File: config.mk
export PLATFORM = sky130hd
export DESIGN_NAME = bldc_adc_sched
export DESIGN_NICKNAME = d
export VERILOG_FILES = /design/src/rtl/bldc_adc_sched.sv
export SDC_FILE = /design/constraint.sdc
export NUM_CORES = 1
export LEC_CHECK = 0
export BUFFER_PORTS_ARGS = -buffer_cell sky130_fd_sc_hd__buf_2
export CORE_MARGIN = 2
export CORE_UTILIZATION = 53
export CTS_CLUSTER_SIZE = 12
export DETAILED_ROUTE_END_ITERATION = 6
export GPL_ROUTABILITY_DRIVEN = 0
export PLACE_DENSITY = 0.85
export SYNTH_ARGS = -nofsm -noshare
export SYNTH_HDL_FRONTEND = slang
export SYNTH_SLANG_ARGS = --single-unit
File: constraint.sdc
create_clock -name clk -period 3.9 [get_ports clk]
set_input_delay 0.39 -clock clk [delete_from_list [all_inputs] [get_ports clk]]
set_output_delay 0.39 -clock clk [all_outputs]
set_load 0.03 [all_outputs]
File: src/rtl/bldc_adc_sched.sv
// bldc_adc_sched: arbitrates the shared ADC command/response port.
// A PWM trigger runs a sampling sequence (masked currents ch0-2, then masked
// voltages ch3-5); software single-shot conversions fill the idle gaps.
// Ports:
//   clk, rst_n                 clock, async active-low reset
//   en_i, trig_i               scheduler enable, PWM sample trigger
//   cur_mask_i, volt_mask_i    per-channel enables, latched at trigger
//   sw_req_i/sw_ch_i           software request (level) and channel
//   sw_ack_o/sw_done_o/sw_data_o  software accept pulse, result pulse, data
//   cmd_vld_o/cmd_ch_o/cmd_ready_i  ADC command handshake
//   rsp_vld_i/rsp_ch_i/rsp_data_i   ADC in-order responses
//   res_vld_o/res_ch_o/res_data_o   sequence result stream
//   seq_busy_o, seq_done_o     sequence status
//   trig_miss_o, tmo_err_o     sticky errors, cleared by clr_err_i
module bldc_adc_sched #(
  parameter int MAX_OUT = 4,
  parameter int TMO_W   = 10
) (
  input  logic        clk,
  input  logic        rst_n,
  input  logic        en_i,
  input  logic        trig_i,
  input  logic [2:0]  cur_mask_i,
  input  logic [2:0]  volt_mask_i,
  input  logic        sw_req_i,
  input  logic [4:0]  sw_ch_i,
  output logic        sw_ack_o,
  output logic        sw_done_o,
  output logic [11:0] sw_data_o,
  output logic        cmd_vld_o,
  output logic [4:0]  cmd_ch_o,
  input  logic        cmd_ready_i,
  input  logic        rsp_vld_i,
  input  logic [4:0]  rsp_ch_i,
  input  logic [11:0] rsp_data_i,
  output logic        res_vld_o,
  output logic [4:0]  res_ch_o,
  output logic [11:0] res_data_o,
  output logic        seq_busy_o,
  output logic        seq_done_o,
  output logic        trig_miss_o,
  output logic        tmo_err_o,
  input  logic        clr_err_i
);
  localparam int CW = $clog2(MAX_OUT + 1);
  // Counter value one short of all-ones: the increment that would reach
  // all-ones is the timeout event.
  localparam logic [TMO_W-1:0] TMO_LAST = {{(TMO_W-1){1'b1}}, 1'b0};

  typedef enum logic [2:0] {S_IDLE, S_CUR, S_VOLT, S_DRAIN, S_SW, S_SWW} state_t;

  state_t           r_state, w_state_nxt;
  logic [CW-1:0]    r_out_cnt, w_cnt_nxt;
  logic [5:0]       r_pend, w_pend_nxt;   // channels of this sequence not yet transferred
  logic [TMO_W-1:0] r_tmo;
  logic             w_xfer, w_rsp, w_tmo_inc, w_tmo_fire;
  logic             w_cmd_vld_nxt;
  logic [4:0]       w_cmd_ch_nxt;

  assign w_xfer     = cmd_vld_o & cmd_ready_i;
  assign w_rsp      = rsp_vld_i & (r_out_cnt != '0);  // stray responses are ignored
  assign w_tmo_inc  = (r_state == S_DRAIN || r_state == S_SWW) && (r_out_cnt != '0) && !rsp_vld_i;
  assign w_tmo_fire = w_tmo_inc && (r_tmo == TMO_LAST);

  always_comb begin
    w_cnt_nxt = r_out_cnt;
    if (w_tmo_fire)            w_cnt_nxt = '0;
    else if (w_xfer && !w_rsp) w_cnt_nxt = r_out_cnt + 1'b1;
    else if (!w_xfer && w_rsp) w_cnt_nxt = r_out_cnt - 1'b1;
  end

  always_comb begin
    w_pend_nxt = r_pend;
    if (r_state == S_IDLE && trig_i && en_i) w_pend_nxt = {volt_mask_i, cur_mask_i};
    if ((r_state == S_CUR || r_state == S_VOLT) && w_xfer)
      for (int i = 0; i < 6; i++)
        if (cmd_ch_o == 5'(i)) w_pend_nxt[i] = 1'b0;
    if ((r_state == S_CUR || r_state == S_VOLT) && !en_i) w_pend_nxt = '0;
  end

  // State register (plus the counters that move with it)
  always_ff @(posedge clk or negedge rst_n) begin
    if (!rst_n) begin
      r_state   <= S_IDLE;
      r_out_cnt <= '0;
      r_pend    <= '0;
      r_tmo     <= '0;
    end else begin
      r_state   <= w_state_nxt;
      r_out_cnt <= w_cnt_nxt;
      r_pend    <= w_pend_nxt;
      r_tmo     <= (w_tmo_inc && w_state_nxt == r_state) ? r_tmo + 1'b1 : '0;
    end
  end

  // Next-state logic
  always_comb begin
    w_state_nxt = r_state;
    case (r_state)
      S_IDLE:  if (trig_i && en_i)                            w_state_nxt = S_CUR;
               else if (sw_req_i && en_i && r_out_cnt == '0)  w_state_nxt = S_SW;
      S_CUR:   if (!en_i)                                     w_state_nxt = S_DRAIN;
               else if (w_pend_nxt[2:0] == '0)                w_state_nxt = S_VOLT;
      S_VOLT:  if (!en_i || w_pend_nxt[5:3] == '0)            w_state_nxt = S_DRAIN;
      S_DRAIN: if (w_tmo_fire || r_out_cnt == '0)             w_state_nxt = S_IDLE;
      S_SW:    if (w_xfer)                                    w_state_nxt = S_SWW;
               else if (!en_i)                                w_state_nxt = S_IDLE;
      S_SWW:   if (w_tmo_fire || w_rsp)                       w_state_nxt = S_IDLE;
      default:                                                w_state_nxt = S_IDLE;
    endcase
  end

  // Output logic: next command is the lowest pending channel of the phase the
  // FSM enters, so a stalled command keeps its channel and the phases run
  // back to back. The outstanding limit is judged on next-cycle occupancy.
  always_comb begin
    w_cmd_vld_nxt = 1'b0;
    w_cmd_ch_nxt  = cmd_ch_o;
    if (w_state_nxt == S_CUR || w_state_nxt == S_VOLT) begin
      for (int i = 5; i >= 0; i--)
        if (w_pend_nxt[i] && ((w_state_nxt == S_CUR) == (i < 3))) begin
          w_cmd_vld_nxt = (w_cnt_nxt < CW'(MAX_OUT));
          w_cmd_ch_nxt  = 5'(i);
        end
    end else if (w_state_nxt == S_SW) begin
      w_cmd_vld_nxt = 1'b1;
      if (r_state != S_SW) w_cmd_ch_nxt = sw_ch_i;
    end
  end

  always_ff @(posedge clk or negedge rst_n) begin
    if (!rst_n) begin
      cmd_vld_o   <= 1'b0;
      cmd_ch_o    <= '0;
      sw_ack_o    <= 1'b0;
      sw_done_o   <= 1'b0;
      sw_data_o   <= '0;
      res_vld_o   <= 1'b0;
      res_ch_o    <= '0;
      res_data_o  <= '0;
      seq_busy_o  <= 1'b0;
      seq_done_o  <= 1'b0;
      trig_miss_o <= 1'b0;
      tmo_err_o   <= 1'b0;
    end else begin
      cmd_vld_o  <= w_cmd_vld_nxt;
      cmd_ch_o   <= w_cmd_ch_nxt;
      sw_ack_o   <= (r_state == S_SW) && w_xfer;
      sw_done_o  <= (r_state == S_SWW) && w_rsp;
      if ((r_state == S_SWW) && w_rsp) sw_data_o <= rsp_data_i;
      res_vld_o  <= w_rsp && seq_busy_o;
      if (w_rsp && seq_busy_o) begin
        res_ch_o   <= rsp_ch_i;
        res_data_o <= rsp_data_i;
      end
      seq_busy_o <= (w_state_nxt == S_CUR) || (w_state_nxt == S_VOLT) || (w_state_nxt == S_DRAIN);
      // Pulses in the single DRAIN cycle that sees no outstanding commands
      seq_done_o <= (w_state_nxt == S_DRAIN) && (w_cnt_nxt == '0);
      if (trig_i && r_state != S_IDLE) trig_miss_o <= 1'b1;
      else if (clr_err_i)              trig_miss_o <= 1'b0;
      if (w_tmo_fire)                  tmo_err_o   <= 1'b1;
      else if (clr_err_i)              tmo_err_o   <= 1'b0;
    end
  end
endmodule

==> results of run 1 <==
## through the flow
step	instance area [sq um]	hold slack, ns	total power, uW
4_1_cts	3902	0.2328	2792
3_5_place_dp	3676	0.4575	2131
3_3_place_gp	3676	0.4533	2094
5_1_grt	3902	0.2464	2967
6_report	3902	0.2219	2787
2_1_floorplan	3242	0.09441	1826
## cell type report
cell class / count / area [sq um]
Clock buffer: 9 / 123.9
Multi-Input combinational cell: 238 / 1520
Inverter: 18 / 67.56
Timing Repair Buffer: 78 / 392.9
Fill cell: 485 / 2018
Sequential cell: 64 / 1602
Clock inverter: 7 / 102.6
Tap cell: 75 / 93.84
## kinds of logic (layout without fill, tap and decap cells)
group	after synthesis	after routing
and+or+nand+nor	135	135
muxes	20	20
xor gates and xnor gates	13	13
buffers and inverters	31	112
DFF	64	64
adders and majority gates	5	5
AOI/OAI and AO/OA	65	65
## sequential cells by signal, summed over array words and instances, names as in the netlist, 3 cells and up
name / cells
r_state: 3
r_tmo: 10
r_pend: 6
r_out_cnt: 3
cmd_ch_o: 5
res_ch_o: 5
res_data_o: 12
sw_data_o: 12
## power by group through the flow
stage	registers, uW	clock network (uW)	logic [uW]
CTS	959	661	1170
floorplan	1130	0	693
global placement	958	0	1140
detailed placement	970	0	1160
finish	961	650	1180
global route	989	693	1290
## per-layer routing
layer | GRT usage (%) | part of all wire [%] | vias up
met1 | 32.60 | 42 | 1358
li1 | - | - | 1345
met5 | 0 | 0 | -
met3 | 4.674 | 7.2 | 24
met4 | 11.17 | 3.0 | 0
met2 | 40.40 | 48 | 134
## how the worst max path moves through the flow
stage          cells after the start  slack (ns)        from           to
2_1_floorplan                      8        1.12   cmd_vld_o   seq_done_o
3_3_place_gp                       8        0.90  r_state[1]   seq_done_o
3_5_place_dp                       8        0.79  r_state[1]   seq_done_o
4_1_cts                            8        0.73  r_state[1]   seq_done_o
5_1_grt                            8        0.44  r_state[2]  cmd_ch_o[0]
6_report                           8        0.70  r_state[1]   seq_done_o
## layout by cell type, fill, tap and decap left out, types with 9 or more instances in the layout
cell type / netlist / layout
a211oi_1: 9 / 9
a21oi_1: 11 / 11
buf_2: 3 / 77
clkbuf_8: 0 / 9
dfrtp_1: 64 / 64
inv_1: 17 / 17
mux2_2: 18 / 18
nand2_1: 51 / 51
nand3_1: 17 / 17
nor2_1: 20 / 20
nor3_1: 9 / 9
o21ai_0: 12 / 12
xnor2_1: 9 / 9
==> flow_summary.ini, run 1 <==
[yosys]
muxShareOfSynthArea_pct = 6.870
synth_simple_gate_area_share_pct = 20.80
synth_top_family_by_area = simple AND/OR/NAND/NOR gates
ys_top_cells_by_count = 64 x dfrtp_1, 51 x nand2_1, 20 x nor2_1
synthCells = 333
yosysWarnings = 0
netlist_area_sq_um = 3242
synth_seq_cells = 64
seq_area_frac_synth_pct = 49.40
synth_cell_type_count = 55
synth_compound_area_share_pct = 13.78
synth_flop_cell = dfrtp_1
yosys-top-cells-area = dfrtp_1 49%, mux2_2 6.3%, nand2_1 5.9%
syn-num-nets = 374
synth_top_area_share_pct = 49.40
synthAdderAreaFrac_pct = 1.930
yosysMostFrequentCell = dfrtp_1
avgSynthCellArea_sq_um = 9.735
synth-edff-count = 0
synth_xor_area_share_pct = 3.512
synth_area_leader_cell = dfrtp_1
synthArstFlopShare_pct = 100.0

[power_and_ir_drop]
power.density_nw_per_um2 = 714.1
swShare_pct = 41.76
p_comb_share_pct = 42.2
seq_power_share_pct = 34.5
p_sw_uw = 1164
p_int_uw = 1623
peakVddDrop_mv = 0.5010
p_leak_uw = 0.001887
clockPowerShare_pct = 23.3

[floorplanning]
pin_count = 78
core_area_sq_um = 5921
fp.dieH_um = 82.21
initial_utilization_pct = 54.75
rows = 28
die_area_sq_um = 6758
die_w_um = 82.21

[cells_and_area]
layout.cells.non_filler = 489
diodes = 0
area_growth_pct = 20.38
fin_nets = 450
drive_above_1_share_pct = 28.26
final_util_pct = 65.91

[worst_setup_path]
crit_chain = xnor2_1 -> or4b_1 -> nor3_1 -> o32ai_1 -> o31a_1 -> and2_4 -> or4_1 -> nor3_1
rr_startpoint = r_state[1]
worstSetupEndpointType = flop
cp_max_fo = 16
cp_common_cell = nor3_1
arrival_ns = 3.45
r2r_slack_ns = 0.70
start_kind = flop
path_delay_family = simple AND/OR/NAND/NOR gates
cp.required_ns = 4.15
path_class = reg2reg
rr_worst_depth = 8
critPathBufInv = 0
r2r-end = seq_done_o
crit_path_max_incr_delay_ns = 0.66
slowest_stage = dfrtp_1

[placement]
dp.cells = 473
pre_cts_ws_ns = 0.7874
port_buffers = 77
place_hpwl_um = 5484

[cts]
clockBufferDepth = 2
cts_setup_buffers = 0
cts_root_buf = clkbuf_8
clkSlewWorstSetupHoldPaths_ns = 0.08
htree_levels = 3
clk_latency_ns = 0.34
cts_made_buffers = 9
cts_tree = yes
cts_sinks = 64
cts_hold_buf = 0
cts_resized = 0

[flow_run]
maxCapViolations = 0

[sta]
setup_ws_ns = 0.7029
worst_pin_slew_ns = 1.004
finalCritPeriodShare_pct = 81.98
max_freq_mhz = 312.8
period_minus_slack_ns = 3.197
slew_headroom_pct = 33.06
slew_viol_final = 0
final.setup.tns_ns = 0
clock_skew_ns = 0.01077
rsz0062_at_grt = false
finalSetupViolations = 0
finalHoldViolCount = 0

[route]
drt_first_pass_iters = 5
avgViaCountPerCell = 5.851
ant_nets = 0
num_vias = 2861
avgRoutedWirePerCell_um = 15.71
finalWirelength_um = 7680
drtIter0Drc = 213
drc = 0

[global_routing]
antenna_found_initial = 0
grt_pass1_vias = 2748
grt_pass1_wl_um = 12760
gr-usage-all-layers_pct = 24.95
grt_overflow = 0
grt_max_degree = 45

[hold_path]
hold_class = in2async

[status]
status = completed
(Power assumes the default switching activity.)
==> run 2, diff against run 1 <==
==> constraint.sdc (replaced) <==
create_clock -name clk -period 3.3 [get_ports clk]
set_input_delay 0.33 -clock clk [delete_from_list [all_inputs] [get_ports clk]]
set_output_delay 0.33 -clock clk [all_outputs]
set_load 0.03 [all_outputs]
==> flow_summary.ini, run 2 (synthesized netlist as in run 1, its figures left out) <==
[placement]
pre_cts_ws_ns = 0.2727
dp.cells = 479
port_buffers = 77
place_hpwl_um = 5995

[worst_setup_path]
start_kind = flop
cp.required_ns = 3.56
r2r_slack_ns = 0.24
slowest_stage = dfrtp_1
crit_path_max_incr_delay_ns = 0.56
r2r-end = cmd_ch_o[0]
path_class = reg2reg
cp_max_fo = 11
rr_startpoint = r_state[1]
worstSetupEndpointType = flop
rr_worst_depth = 8
arrival_ns = 3.32
crit_chain = xnor2_1 -> or4b_1 -> nor3_1 -> o32ai_1 -> o31ai_1 -> nand2b_1 -> o32a_1 -> a31oi_1

[power_and_ir_drop]
clockPowerShare_pct = 22.8
peakVddDrop_mv = 0.6551
p_sw_uw = 1410
seq_power_share_pct = 33.3
swShare_pct = 41.97
power.density_nw_per_um2 = 846.0
p_comb_share_pct = 44.0
p_int_uw = 1949
p_leak_uw = 0.001922

[floorplanning]
fp.dieH_um = 82.21
die_area_sq_um = 6758
initial_utilization_pct = 54.75
die_w_um = 82.21
rows = 28
core_area_sq_um = 5921
pin_count = 78

[route]
avgRoutedWirePerCell_um = 16.47
drt_first_pass_iters = 5
drc = 0
num_vias = 2886
avgViaCountPerCell = 5.819
finalWirelength_um = 8171
ant_nets = 0
drtIter0Drc = 169

[global_routing]
antenna_found_initial = 0
grt_pass1_vias = 2888
grt_max_degree = 45
grt_pass1_wl_um = 13240
grt_overflow = 0
gr-usage-all-layers_pct = 25.89

[sta]
finalHoldViolCount = 0
slew_viol_final = 0
clock_skew_ns = 0.006914
worst_pin_slew_ns = 0.7859
rsz0062_at_grt = false
setup_ws_ns = 0.2378
max_freq_mhz = 326.6
period_minus_slack_ns = 3.062
final.setup.tns_ns = 0
finalCritPeriodShare_pct = 92.79
finalSetupViolations = 0
timing.hold.ws_ns = 0.1897
slew_headroom_pct = 47.48

[flow_run]
maxCapViolations = 0

[cells_and_area]
layout.cells.non_filler = 496
fin_nets = 457
largest_registers = res_data_o (12), sw_data_o (12), r_tmo (10)
fillers = 472
multi_input_area_sq_um = 1533
layout_common_cells = 77 x buf_2, 64 x dfrtp_1, 51 x nand2_1
area_growth_pct = 22.46
drive_above_1_share_pct = 29.69
diodes = 0
layout_commonest_cell = buf_2
seqCellArea_sq_um = 1602

[status]
status = completed

[hold_path]
hold_start = rsp_data_i[5]
holdPathEnd = sw_data_o[5]
min_path_cells = 3
hold_class = in2reg

[cts]
clkSlewWorstSetupHoldPaths_ns = 0.08
cts_made_buffers = 9
cts_root_buf = clkbuf_8
htree_levels = 3
cts_sinks = 64
clockBufferDepth = 2
cts_tree = yes
clk_latency_ns = 0.34
-- run 2: cell types whose count changed in the layout (fill, tap and decap cells not counted), sizes merged --
cell / previous run / this run
buf: 78 / 84
dlygate4sd3: 0 / 1
-- run 2: worst max-delay path, delay by kind of cell (launching register included) --
kind             cells  cell delay [ns]
AO/OA/AOI/OAI        4             1.22
AND/OR/NAND/NOR      3             1.00
flip-flops           1             0.56
XOR/XNOR             1             0.21
-- run 2: how the worst max path moves through the flow --
stage	end	slack [ns]	start	cells past startpoint
2_1_floorplan	seq_done_o	0.52	cmd_vld_o	8
3_3_place_gp	seq_done_o	0.35	r_state[1]	8
3_5_place_dp	seq_done_o	0.27	r_state[1]	8
4_1_cts	cmd_ch_o[0]	0.15	r_state[2]	8
5_1_grt	cmd_ch_o[3]	0.01	r_state[2]	8
6_report	cmd_ch_o[0]	0.24	r_state[1]	8
-- run 2: through the flow --
stage | util [%] | instance area, sq um | total power [uW]
final | 67.05 | 3970 | 3359
after global routing | 67.05 | 3970 | 3550
after CTS | 66.84 | 3958 | 3342
after detailed placement | 62.85 | 3721 | 2566
after global placement | 62.85 | 3721 | 2515
after floorplan | - | 3242 | 2158
-- run 2: per-layer routing --
metal	GRT usage [%]	up-vias	part of all wire, %
li1	-	1348	-
met1	33.57	1418	42
met2	43.71	104	49
met3	4.130	16	6.8
met4	9.667	0	1.5
met5	0	-	0
-- run 2: final cells by class --
| class | count | area share [%] |
|---|---|---|
| Clock buffer | 9 | 3.120 |
| Sequential cell | 64 | 40.34 |
| Multi-Input combinational cell | 238 | 38.61 |
| Timing Repair Buffer | 85 | 11.28 |
| Clock inverter | 7 | 2.584 |
| Inverter | 18 | 1.702 |
| Tap cell | 75 | 2.364 |
-- run 2: power by group through the flow --
| stage | sequential (uW) | combinational [uW] | clock (uW) |
|---|---|---|---|
| floorplan | 1340 | 819 | 0 |
| global placement | 1110 | 1400 | 0 |
| detailed placement | 1130 | 1440 | 0 |
| CTS | 1110 | 1460 | 774 |
| global route | 1140 | 1600 | 804 |
| finish | 1120 | 1480 | 764 |
-- run 2: what timing repair did --
| item | 4_1_cts | 5_1_grt |
|---|---|---|
| setup buffers | 0 | 0 |
| setup endpoints to repair | 0 | 3 |
| hold buffers | 1 | 0 |
| gates resized for setup | 0 | 2 |
| hold endpoints to repair | 20 | 0 |
==> run 3, diff against run 2 <==
--- a/config.mk
+++ b/config.mk
@@ -8,6 +8,7 @@
 export BUFFER_PORTS_ARGS = -buffer_cell sky130_fd_sc_hd__buf_2
 export CORE_MARGIN = 2
 export CORE_UTILIZATION = 53
+export CTS_BUF_LIST = sky130_fd_sc_hd__clkbuf_16
 export CTS_CLUSTER_SIZE = 12
 export DETAILED_ROUTE_END_ITERATION = 6
 export GPL_ROUTABILITY_DRIVEN = 0
==> flow_summary.ini, run 3 (synthesized netlist as in run 1, its figures left out) <==
[route]
drt_first_pass_iters = 6
drtIter0Drc = 329
ant_nets = 0
avgViaCountPerCell = 5.911
num_vias = 2932
drc = 0
avgRoutedWirePerCell_um = 17.71
finalWirelength_um = 8785

[placement]
place_hpwl_um = 5995
dp.cells = 479
pre_cts_ws_ns = 0.2727
place_area_sq_um = 3721
port_buffers = 77

[power_and_ir_drop]
seq_power_share_pct = 30.5
p_leak_uw = 0.001970
p_int_uw = 2189
clockPowerShare_pct = 28.3
peakVddDrop_mv = 0.6704
p_sw_uw = 1485
power.density_nw_per_um2 = 901.2
p_comb_share_pct = 41.2
swShare_pct = 40.42

[global_routing]
grt_pass1_wl_um = 14150
antenna_found_initial = 0
grt_pass1_vias = 3042
grt_max_degree = 45
gr-usage-all-layers_pct = 28.07
grt_overflow = 0

[worst_setup_path]
cp.required_ns = 3.54
rr_startpoint = r_state[1]
rr_worst_depth = 8
start_kind = flop
worstSetupEndpointType = flop
cp_max_fo = 11
path_class = reg2reg
arrival_ns = 3.38
r2r-end = seq_done_o
r2r_slack_ns = 0.16

[floorplanning]
rows = 28
die_w_um = 82.21
pin_count = 78
core_area_sq_um = 5921
fp.dieH_um = 82.21
initial_utilization_pct = 54.75
die_area_sq_um = 6758

[sta]
rsz0062_at_grt = false
clock_skew_ns = 0.006631
setup_ws_ns = 0.1603
worst_pin_slew_ns = 0.7565
slew_headroom_pct = 49.44
finalCritPeriodShare_pct = 95.14
finalSetupViolations = 0
period_minus_slack_ns = 3.140
finalHoldViolCount = 0
final.setup.tns_ns = 0
slew_viol_final = 0
max_freq_mhz = 318.5
timing.hold.ws_ns = 0.2064

[cts]
cts_root_buf = clkbuf_16
cts_sinks = 64
cts_setup_buffers = 0
cts_tree = yes
htree_levels = 3
clockBufferDepth = 2
cts_made_buffers = 9
clkSlewWorstSetupHoldPaths_ns = 0.06
clk_latency_ns = 0.33

[hold_path]
hold_start = rsp_data_i[5]
hold_class = in2reg
holdPathEnd = sw_data_o[5]
min_path_cells = 3

[status]
status = completed

[cells_and_area]
fin_nets = 457
diodes = 0
layout_commonest_cell = buf_2
finalInstanceArea_sq_um = 4076
area_growth_pct = 25.74
largest_registers = res_data_o (12), sw_data_o (12), r_tmo (10)
layout.cells.non_filler = 496
drive_above_1_share_pct = 29.93
layout_common_cells = 77 x buf_2, 64 x dfrtp_1, 51 x nand2_1

[flow_run]
maxCapViolations = 0
-- run 3: cell counts in the layout (fill, tap and decap cells not counted) --
Identical to the previous run, type by type.
-- run 3: power groups by stage --
stage | clock network, uW | registers [uW] | logic [uW]
after floorplan | 0 | 1340 | 819
after global placement | 0 | 1110 | 1400
after detailed placement | 0 | 1130 | 1440
after CTS | 1050 | 1110 | 1490
after global routing | 1080 | 1140 | 1640
final | 1040 | 1120 | 1510
-- run 3: worst max-delay path by stage --
| stage | to | startpoint | cells after the start | slack, ns |
|---|---|---|---|---|
| 5_1_grt | cmd_ch_o[0] | r_state[2] | 8 | 0.007 |
| 6_report | seq_done_o | r_state[1] | 8 | 0.16 |
| 2_1_floorplan | seq_done_o | cmd_vld_o | 8 | 0.52 |
| 4_1_cts | seq_done_o | r_state[2] | 8 | 0.19 |
| 3_3_place_gp | seq_done_o | r_state[1] | 8 | 0.35 |
| 3_5_place_dp | seq_done_o | r_state[1] | 8 | 0.27 |
-- run 3: cell type report --
class                   count  area (sq um)
clock buffers               9         225.2
clock inverters             7         102.6
fillers                   437          1844
inverters                  18         67.56
multi-input cells         238          1538
flip-flops and latches     64          1602
well taps                  75         93.84
repair buffers             85         447.9
-- run 3: stage by stage --
step	utilization, %	power, uW
CTS	68.55	3646
detailed placement	62.85	2566
finish	68.85	3673
global placement	62.85	2515
floorplan	-	2158
global route	68.85	3862
-- run 3: repair_timing --
action,4_1_cts,5_1_grt
hold endpoints to repair,20,0
hold buffers,1,0
endpoints found under the setup margin,0,6
resized for setup,0,3
-- run 3: routing by layer --
metal / GRT usage, % / part of all wire (%)
met1: 35.23 / 41
met2: 45.73 / 49
met3: 4.891 / 6.4
met4: 16.00 / 3.0
met5: 0 / 0
-- run 3: critical path: stages (launching register included) --
cell	delay [ns]
dfrtp_1	0.55
xnor2_1	0.21
or4b_1	0.56
nor3_1	0.26
o32ai_1	0.23
o31a_1	0.40
and2_4	0.19
or4_1	0.51
nor3_1	0.15
